## src/rtl/nanocalc_pkg.sv

```systemverilog
// nanocalc_pkg: shared types for the nanocalc result path.
//   OP_W           - opcode width
//   RESULT_W       - default ALU result width
//   opcode_e       - ALU opcode encoding
//   result_entry_t - {op, carry, zero, result} entry at the default result width
//   entry_width()  - entry width for an arbitrary result width
package nanocalc_pkg;

    localparam int unsigned OP_W     = 3;
    localparam int unsigned RESULT_W = 4;

    typedef enum logic [OP_W-1:0] {
        OpAdd = 3'd0,
        OpSub = 3'd1,
        OpAnd = 3'd2,
        OpOr  = 3'd3,
        OpXor = 3'd4,
        OpNot = 3'd5,
        OpShl = 3'd6,
        OpEq  = 3'd7
    } opcode_e;

    typedef struct packed {
        opcode_e               op;
        logic                  carry;
        logic                  zero;
        logic [RESULT_W-1:0]   result;
    } result_entry_t;

    // Opcode plus carry and zero flags sit above the result bits.
    function automatic int unsigned entry_width(int unsigned w);
        return w + OP_W + 2;
    endfunction

endpackage

```

## src/rtl/nanocalc_sync_fifo.sv

```systemverilog
// nanocalc_sync_fifo: generic in-order FIFO storage with pointers and occupancy count.
//   clk, rst       - clock, asynchronous active-high reset
//   clear          - synchronous flush of pointers and count (storage kept)
//   push, wdata    - write request and data; ignored while full
//   pop            - read advance; ignored while empty
//   rdata          - entry at the read pointer (register read)
//   count          - occupancy; full/empty are decoded from it
module nanocalc_sync_fifo #(
    parameter int unsigned DEPTH = 4,
    parameter int unsigned WIDTH = 9,
    parameter int unsigned CNT_W = $clog2(DEPTH) + 1
) (
    input  logic             clk,
    input  logic             rst,
    input  logic             clear,
    input  logic             push,
    input  logic             pop,
    input  logic [WIDTH-1:0] wdata,
    output logic [WIDTH-1:0] rdata,
    output logic [CNT_W-1:0] count,
    output logic             full,
    output logic             empty
);

    localparam int unsigned PtrW = $clog2(DEPTH);

    logic [PtrW-1:0]  wr_ptr_q, wr_ptr_d;
    logic [PtrW-1:0]  rd_ptr_q, rd_ptr_d;
    logic [CNT_W-1:0] count_q, count_d;
    logic [WIDTH-1:0] mem_q [DEPTH];
    logic             do_push, do_pop;

    // Full/empty come from count so pointer equality is never ambiguous.
    assign full    = (count_q == CNT_W'(DEPTH));
    assign empty   = (count_q == '0);
    assign do_push = push && !full;
    assign do_pop  = pop && !empty;

    always_comb begin
        wr_ptr_d = wr_ptr_q;
        rd_ptr_d = rd_ptr_q;
        count_d  = count_q;
        if (clear) begin
            wr_ptr_d = '0;
            rd_ptr_d = '0;
            count_d  = '0;
        end else begin
            // DEPTH is a power of two, so pointer overflow is the modulo wrap.
            if (do_push) wr_ptr_d = wr_ptr_q + PtrW'(1);
            if (do_pop)  rd_ptr_d = rd_ptr_q + PtrW'(1);
            case ({do_push, do_pop})
                2'b10:   count_d = count_q + CNT_W'(1);
                2'b01:   count_d = count_q - CNT_W'(1);
                default: count_d = count_q;
            endcase
        end
    end

    always_ff @(posedge clk or posedge rst) begin
        if (rst) begin
            wr_ptr_q <= '0;
            rd_ptr_q <= '0;
            count_q  <= '0;
        end else begin
            wr_ptr_q <= wr_ptr_d;
            rd_ptr_q <= rd_ptr_d;
            count_q  <= count_d;
        end
    end

    always_ff @(posedge clk or posedge rst) begin
        if (rst) begin
            for (int i = 0; i < int'(DEPTH); i++) mem_q[i] <= '0;
        end else if (do_push && !clear) begin
            mem_q[wr_ptr_q] <= wdata;
        end
    end

    assign rdata = mem_q[rd_ptr_q];
    assign count = count_q;

endmodule

```

## src/rtl/nanocalc_result_fifo.sv

```systemverilog
// nanocalc_result_fifo: captures ALU results with flags and opcode into an in-order FIFO,
// tracks the last accepted result (acc) and a sticky overflow flag (drop).
//   clk, rst                 - clock, asynchronous active-high reset
//   clear                    - synchronous flush; wins over push and pop
//   in_valid/in_ready        - capture handshake; in_result/carry/zero/op are the entry
//   out_valid/out_ready      - head handshake; out_result/carry/zero/op show the head
//   acc                      - result of the last accepted push
//   count                    - occupancy
//   drop                     - sticky: push attempted while full
// Build option: define NANOCALC_ZERO_SKIP_EN to accept zero-flagged results without storing them.
module nanocalc_result_fifo
    import nanocalc_pkg::*;
#(
    parameter int unsigned DEPTH = 4,
    parameter int unsigned W     = 4
) (
    input  logic                     clk,
    input  logic                     rst,
    input  logic                     clear,
    input  logic                     in_valid,
    output logic                     in_ready,
    input  logic [W-1:0]             in_result,
    input  logic                     in_carry,
    input  logic                     in_zero,
    input  logic [OP_W-1:0]          in_op,
    output logic                     out_valid,
    input  logic                     out_ready,
    output logic [W-1:0]             out_result,
    output logic                     out_carry,
    output logic                     out_zero,
    output logic [OP_W-1:0]          out_op,
    output logic [W-1:0]             acc,
    output logic [$clog2(DEPTH):0]   count,
    output logic                     drop
);

    localparam int unsigned EntryW = entry_width(W);

    typedef struct packed {
        opcode_e         op;
        logic            carry;
        logic            zero;
        logic [W-1:0]    result;
    } entry_t;

    entry_t              wr_entry, rd_entry;
    logic [EntryW-1:0]   wr_data, rd_data;
    logic                full, empty;
    logic                accept, fifo_push, fifo_pop;
    logic [W-1:0]        acc_q, acc_d;
    logic                drop_q, drop_d;

    assign in_ready  = !full;
    assign out_valid = !empty;
    assign accept    = in_valid && in_ready;
    assign fifo_pop  = out_valid && out_ready;

`ifdef NANOCALC_ZERO_SKIP_EN
    // Zero results are acknowledged upstream but never occupy a slot.
    assign fifo_push = accept && !in_zero;
`else
    assign fifo_push = accept;
`endif

    always_comb begin
        wr_entry        = '0;
        wr_entry.op     = opcode_e'(in_op);
        wr_entry.carry  = in_carry;
        wr_entry.zero   = in_zero;
        wr_entry.result = in_result;
    end

    assign wr_data  = wr_entry;
    assign rd_entry = rd_data;

    nanocalc_sync_fifo #(
        .DEPTH (DEPTH),
        .WIDTH (EntryW),
        .CNT_W ($clog2(DEPTH) + 1)
    ) u_fifo (
        .clk   (clk),
        .rst   (rst),
        .clear (clear),
        .push  (fifo_push),
        .pop   (fifo_pop),
        .wdata (wr_data),
        .rdata (rd_data),
        .count (count),
        .full  (full),
        .empty (empty)
    );

    always_comb begin
        acc_d  = acc_q;
        drop_d = drop_q;
        if (clear) begin
            acc_d  = '0;
            drop_d = 1'b0;
        end else begin
            if (accept)                acc_d  = in_result;
            if (in_valid && !in_ready) drop_d = 1'b1;
        end
    end

    always_ff @(posedge clk or posedge rst) begin
        if (rst) begin
            acc_q  <= '0;
            drop_q <= 1'b0;
        end else begin
            acc_q  <= acc_d;
            drop_q <= drop_d;
        end
    end

    assign acc        = acc_q;
    assign drop       = drop_q;
    assign out_result = rd_entry.result;
    assign out_carry  = rd_entry.carry;
    assign out_zero   = rd_entry.zero;
    assign out_op     = rd_entry.op;

endmodule

```

## config.mk

```make
export PLATFORM = sky130hd
export DESIGN_NAME = nanocalc_result_fifo
export DESIGN_NICKNAME = d
export VERILOG_FILES = /design/src/rtl/nanocalc_pkg.sv /design/src/rtl/nanocalc_sync_fifo.sv /design/src/rtl/nanocalc_result_fifo.sv
export SDC_FILE = /design/constraint.sdc
export NUM_CORES = 1
export LEC_CHECK = 0
export CORE_MARGIN = 4
export CORE_UTILIZATION = 54
export CTS_CLUSTER_DIAMETER = 40
export DETAILED_ROUTE_END_ITERATION = 6
export PLACE_DENSITY = 0.87
export SYNTH_ARGS = -nofsm -noshare
export SYNTH_HDL_FRONTEND = slang
export SYNTH_HIERARCHICAL = 1
export SYNTH_SLANG_ARGS = --single-unit
```

## constraint.sdc

```tcl
create_clock -name clk -period 3.6 [get_ports clk]
set_clock_uncertainty 0.05 [all_clocks]
set_input_delay 0.54 -clock clk [delete_from_list [all_inputs] [get_ports clk]]
set_output_delay 0.54 -clock clk [all_outputs]
set_load 0.05 [all_outputs]
```

==> metrics.yaml <==
wl_per_cell_um: 16.7
ys_async_sr_fraction_pct: 100
max_cap_violations: 0
portBuffers: 32
hold_viol_final: 0
vias: 1509
cts_root_buffer: "clkbuf_8"
coreArea_sq_um: 4350
syn_area_per_cell_sq_um: 13.8
yosys.area.top_type_share_pct: 49.6
clock_power_share_pct: 22.0
dieArea_sq_um: 5620
min_path_type: "primary input to asynchronous set/reset pin"
finalMaxSlewViolations: 0
synth_cell_type_count: 40
place_congestion: 0.771
dr.pass1.iters: 4
clockBufferDepth: 2
routed_wl_um: 4390
setup_viol: 0
drt_iter0_drc: 73
seqPwrFrac_pct: 47.0
cts-buffers-inserted: 5
postCtsSetupRepairBufs: 0
overflow: 0
yosysTopAreaCell: "dfrtp_1"
r2r_setup_slack_ps: 680
cts_hold_buf: 0
yosys-top-cells-count: "48 x dfrtp_1, 27 x mux2_2, 9 x mux2_4, 9 x mux4_2, 8 x inv_1"
path_cells: "mux4_2, clkdlybuf4s50_1"
path_delay_family: "flip-flops"
synth_top_flop_cell: "dfrtp_1"
path_clk_slew_ps: 80
crit_fanout: 11
cpMaxStageDelayCell: "dfrtp_1"
rows: 24
startpoint_type: "flip-flop"
p_per_area_nw_per_um2: 533
grt_antenna_before_repair: 0
arrival_ps: 2360
cts_tree: "done"
htreeDepth: 2
post_cts_resized: 0
syn-num-nets: 195
vias_per_cell: 5.74
cts_sinks: 48
yosys_warnings: 6
placed_area_sq_um: 2790
internal_power_mw: 1.07
worst_slew_margin_rel_pct: 57.8
fin_crit_sh_pct: 82.1
critPathMaxStageDelay_ps: 750
required_ps: 3010
rsz0062_at_grt: "false"
stdcell_area_sq_um: 2890
end_kind: "primary output"
crit_type: "flip-flop to primary output"
seq_area_frac_synth_pct: 49.6
grt_max_degree: 20
swShare_pct: 30.5
worst_pin_slew_ps: 633
worstSkewPairLatency_ps: 290
grt_pass1_wl_um: 7250
track_usage_pct: 17.4
diodes: 0
crit_buf_inv: 1
ant_nets: 0
synth_enable_flop_cells: 0
yosys-top-cells-area: "dfrtp_1 50%, mux2_2 13%, mux4_2 8.4%"
p_sw_mw: 0.470
drive_above_1_share_pct: 29.9
ir_drop_mv: 0.245
start_util_pct: 55.7
top_level_ports: 33
drc: 0
synth_most_common_cell: "dfrtp_1"
nFillCells: 322
ys_seq_elements: 48
setup_tns_ps: 0
place_hpwl_um: 3180
die_w_um: 75.0
status: "finished, final reports clean"
syn_to_final_growth_pct: 19.1
fmax_mhz: 339
netlist_instances: 176
pwr-share-comb_pct: 30.9
leakage_nw: 1.25
fin_crit_ps: 2950
grt_pass1_vias: 1488
nets: 230
syn_area_sq_um: 2420
die_h_um: 75.0
-- layout by cell type (no fill, tap or decap), drive strengths merged, types with 2 or more instances in the layout --
master,instances
clkdlybuf4s50,32
xnor2,2
clkbuf,7
nand3b,3
mux2,36
nand2b,6
o21ai,6
nand3,6
a21oi,5
dfrtp,48
nor2b,3
a31oi,3
nor2,6
nand4bb,4
ha,4
buf,6
xor2,2
inv,8
mux4,9
-- per-layer routing --
layer	share of wire, %	vias to the layer above	global-route usage, %
met5	0	-	0
met4	0.98	0	5.34
met3	4.4	6	4.01
met2	49	39	28.8
met1	46	754	22.7
li1	-	710	-
-- state kept, by name, summed over array words and instances (netlist names) --
name             flops
drop                 1
u_fifo/wr_ptr_q      2
u_fifo/rd_ptr_q      2
u_fifo/count         3
u_fifo/mem_q        36
acc                  4
-- power groups by stage --
stage	sequential, mW	clock, mW	combinational (mW)
after global routing	0.736	0.366	0.507
after detailed placement	0.733	0	0.480
after floorplan	0.726	0	0.346
after global placement	0.726	0	0.467
after CTS	0.723	0.348	0.481
final	0.723	0.339	0.476
-- worst paths after layout --
path                                         start                to  cells past startpoint
worst max register to register     u_fifo/count[2]   u_fifo/count[2]                      9
max in group asynchronous                      rst  u_fifo/mem_q[13]                      3
worst max-delay path            u_fifo/rd_ptr_q[0]     out_result[3]                      2
min in group clk                  u_fifo/mem_q[12]  u_fifo/mem_q[12]                      1
worst min-delay path                           rst            acc[2]                      2
worst min register to register    u_fifo/mem_q[12]  u_fifo/mem_q[12]                      1
-- area by class of cell --
type / count / area (sq um) / share of cell area (%)
flip-flops and latches: 48 / 1200 / 41.6
multi-input cells: 110 / 1130 / 39.1
repair buffers: 38 / 365 / 12.7
clock buffers: 7 / 96.3 / 3.34
well taps: 52 / 65.1 / 2.25
inverters: 8 / 30.0 / 1.04
-- cells by family after synthesis --
logic type,share of synthesized area (%)
xor+xnor,1.45
compound gates,5.01
mux,26.5
flops,49.6
buf+inv,3.92
simple gates,10.7
fa+ha+maj,2.89
-- worst reg2reg max path, cell delays in order (launching register included) --
cell and delay (ps):
dfrtp_1 490, or3b_4 340, inv_1 150, nor2b_4 360
o21a_1 210, nor2_1 60, fa_1 420, nand2b_1 170
or4_1 400, a31oi_1 190
-- stage by stage --
stage / hold slack (ps) / setup WS, ps / total power, mW / utilization (%) / std cells
floorplan: 269 / 440 / 1.07 / - / 176
global placement: 432 / 607 / 1.19 / 64.1 / 256
detailed placement: 440 / 494 / 1.21 / 64.1 / 256
CTS: 407 / 583 / 1.55 / 66.3 / 263
global route: 419 / 428 / 1.61 / 66.3 / 263
finish: 408 / 646 / 1.54 / 66.3 / 263
Note: power is estimated with default switching activity, not from simulation.
==> edit, RTL diff (config.mk and constraints unchanged) <==
Make the reset (`rst`) synchronous in 3 clocked blocks. Comments in the files are not updated.
--- a/src/rtl/nanocalc_sync_fifo.sv
+++ b/src/rtl/nanocalc_sync_fifo.sv
@@ -56,7 +56,7 @@
         end
     end
 
-    always_ff @(posedge clk or posedge rst) begin
+    always_ff @(posedge clk) begin
         if (rst) begin
             wr_ptr_q <= '0;
             rd_ptr_q <= '0;
@@ -68,7 +68,7 @@
         end
     end
 
-    always_ff @(posedge clk or posedge rst) begin
+    always_ff @(posedge clk) begin
         if (rst) begin
             for (int i = 0; i < int'(DEPTH); i++) mem_q[i] <= '0;
         end else if (do_push && !clear) begin
--- a/src/rtl/nanocalc_result_fifo.sv
+++ b/src/rtl/nanocalc_result_fifo.sv
@@ -102,7 +102,7 @@
         end
     end
 
-    always_ff @(posedge clk or posedge rst) begin
+    always_ff @(posedge clk) begin
         if (rst) begin
             acc_q  <= '0;
             drop_q <= 1'b0;
Behaviour: differs if rst is asserted again (counterexample within 4 cycles, from zero or initial values and one cycle with rst high); with rst held inactive, the same outputs for 4 cycles.
==> edit against the unedited design <==
- cell area is 4.1% lower
- wire length is 3.4% higher
- maximum frequency increased by 2.2%
- hold slack improved by 0.047 ns
- sequential cell count rose by 2
- setup slack improved by 0.064 ns
- global-route usage grew 1.8 points
- area after synthesis fell by 7.4%
- critical path depth stayed put
Power is not compared: it rests on default switching activity, and its combinational part moved more than twofold at a synthesized area within 25%.
==> edit: results (changes against the unedited design) <==
| Metric | Value |
|---|---|
| R2R setup slack | 0.83 ns (was 0.68 ns) |
| Via Count | 1358 (was 1509) |
| Most common library cells after synthesis | and2_1, edfxtp_1, dfxtp_1 (was dfrtp_1, mux2_2, mux2_4, mux4_2, inv_1) |
| CP Max Fanout | 9 (was 11) |
| Syn Nets | 175 (was 195) |
| Syn Area/Cell | 14.1 sq um (was 13.8 sq um) |
| Pwr per Cell Area | 450 mW/mm^2 |
| Port-buffer cells | 32 (unchanged) |
| Antenna fix cells | 0 (unchanged) |
| First-pass iteration count of the detailed router | 4 (unchanged) |
| Placed Cells | 240 (was 256) |
| Max clock buf depth | 2 (unchanged) |
| Worst r2r src | u_fifo/count[0]$_SDFFE_PP0P_ (was u_fifo/count[2]$_DFFE_PP0P_) |
| Met1 Usage GRT | 23.8% (was 22.7%) |
| First-pass GRT wire length | 7270 um (was 7250 um) |
| Layout cells sized above 1 | 13.6% (was 29.9%) |
| TritonCTS buffer count | 5 (unchanged) |
| Async set or reset register ratio after synthesis | 0% (was 100%) |
| Final nets | 213 (was 230) |
| Slowest-stage cell, CP | clkdlybuf4s50_1 (was dfrtp_1) |
| Delay-heaviest family, CP | buffers and inverters (was flip-flops) |
| Placed Area | 0.00262 sq mm (was 0.00279 sq mm) |
| Worst setup path endpoint | out_op[2] (was out_result[3]) |
| Detail Route met2 WL | 2330 um (was 2150 um) |
| M2 GR Usage | 32.1% (was 28.8%) |
| Pre-CTS WS | 0.556 ns (was 0.494 ns) |
| Distinct cells, synth | 30 (was 40) |
| WL met3 | 203 um (was 191 um) |
| Gr usage total | 19.1% (was 17.4%) |
| Synth area leaders | edfxtp_1, dfxtp_1, and2_1 (was dfrtp_1, mux2_2, mux4_2) |
| Worst min path class | reg2reg (was in2async) |
| R2r worst-path depth | 6 (was 9) |
| Grt met3 use | 6.23% (was 4.01%) |
| H-tree depth | 2 (unchanged) |
| Gp weighted congestion | 0.818 (was 0.771) |
| EDFF count, synth | 36 (was 0) |
| Max FFs per register | 36 (unchanged) |
| Largest net degree at the start of global routing | 16 (was 20) |
| M1 wire length | 1950 um (was 2010 um) |
| Status | finished clean (unchanged) |
| Sequential share of the synthesized area | 60.7% (was 49.6%) |
| Routed wire per std cell | 18.3 um (was 16.7 um) |
| Register area | 0.00136 sq mm (was 0.00120 sq mm) |
| Fmax | 0.346 GHz (was 0.339 GHz) |
| CP peak stage delay | 0.71 ns (was 0.75 ns) |
| Normalized max-slew margin | 61.2% (was 57.8%) |
| Data arrival, critical path | 2.30 ns (was 2.36 ns) |
| Post-DP HPWL | 3280 um (was 3180 um) |
| Layout fillers | 255 (was 322) |
| Reg2reg end | u_fifo/mem_q[2][3]$_SDFFCE_PN0P_ (was u_fifo/count[2]$_DFFE_PP0P_) |
| Combinational Power Share | 9.9% |
| Final wirelength | 4540 um (was 4390 um) |
| Drt first-iter violations | 79 (was 73) |
==> edit: cell count changes in the layout (fill, tap and decap cells not counted), moves of 5 or more <==
cell / delta
dfxtp_1: +14
nor3_1: +5
nand2b_1: -6
mux2_2: -27
edfxtp_1: +36
and2_1: +36
mux2_4: -9
dfrtp_1: -48
==> edit: layout make-up <==
class	count	area share, %
clock buffers	6	2.99
clock inverters	2	2.17
inverters	8	1.09
multi-input cells	97	29.9
flip-flops and latches	50	49.2
well taps	50	2.26
repair buffers	35	12.4
==> edit: worst min path at each step <==
stage / from / to / slack (ns) / depth (start not counted)
final: u_fifo/rd_ptr_q[1]$_SDFFE_PP0P_ / u_fifo/rd_ptr_q[1]$_SDFFE_PP0P_ / 0.45 / 2
after floorplan: u_fifo/rd_ptr_q[1]$_SDFFE_PP0P_ / flop / 0.41 / 2
after CTS: u_fifo/rd_ptr_q[1]$_SDFFE_PP0P_ / u_fifo/rd_ptr_q[1]$_SDFFE_PP0P_ / 0.45 / 2
after global routing: u_fifo/rd_ptr_q[1]$_SDFFE_PP0P_ / u_fifo/rd_ptr_q[1]$_SDFFE_PP0P_ / 0.48 / 2
after global placement: u_fifo/rd_ptr_q[1]$_SDFFE_PP0P_ / u_fifo/rd_ptr_q[1]$_SDFFE_PP0P_ / 0.43 / 2
after detailed placement: u_fifo/rd_ptr_q[1]$_SDFFE_PP0P_ / flop / 0.44 / 2
==> edit: cell families after synthesis <==
| logic type | Yosys count | synth area share (%) |
|---|---|---|
| AO/OA/AOI/OAI | 12 | 2.90 |
| flip-flops | 50 | 60.7 |
| XOR/XNOR | 3 | 1.17 |
| adder cells (fa/ha/maj) | 2 | 1.45 |
| multiplexers | 13 | 10.8 |
| AND/OR/NAND/NOR | 67 | 20.5 |
| buffers and inverters | 12 | 2.45 |
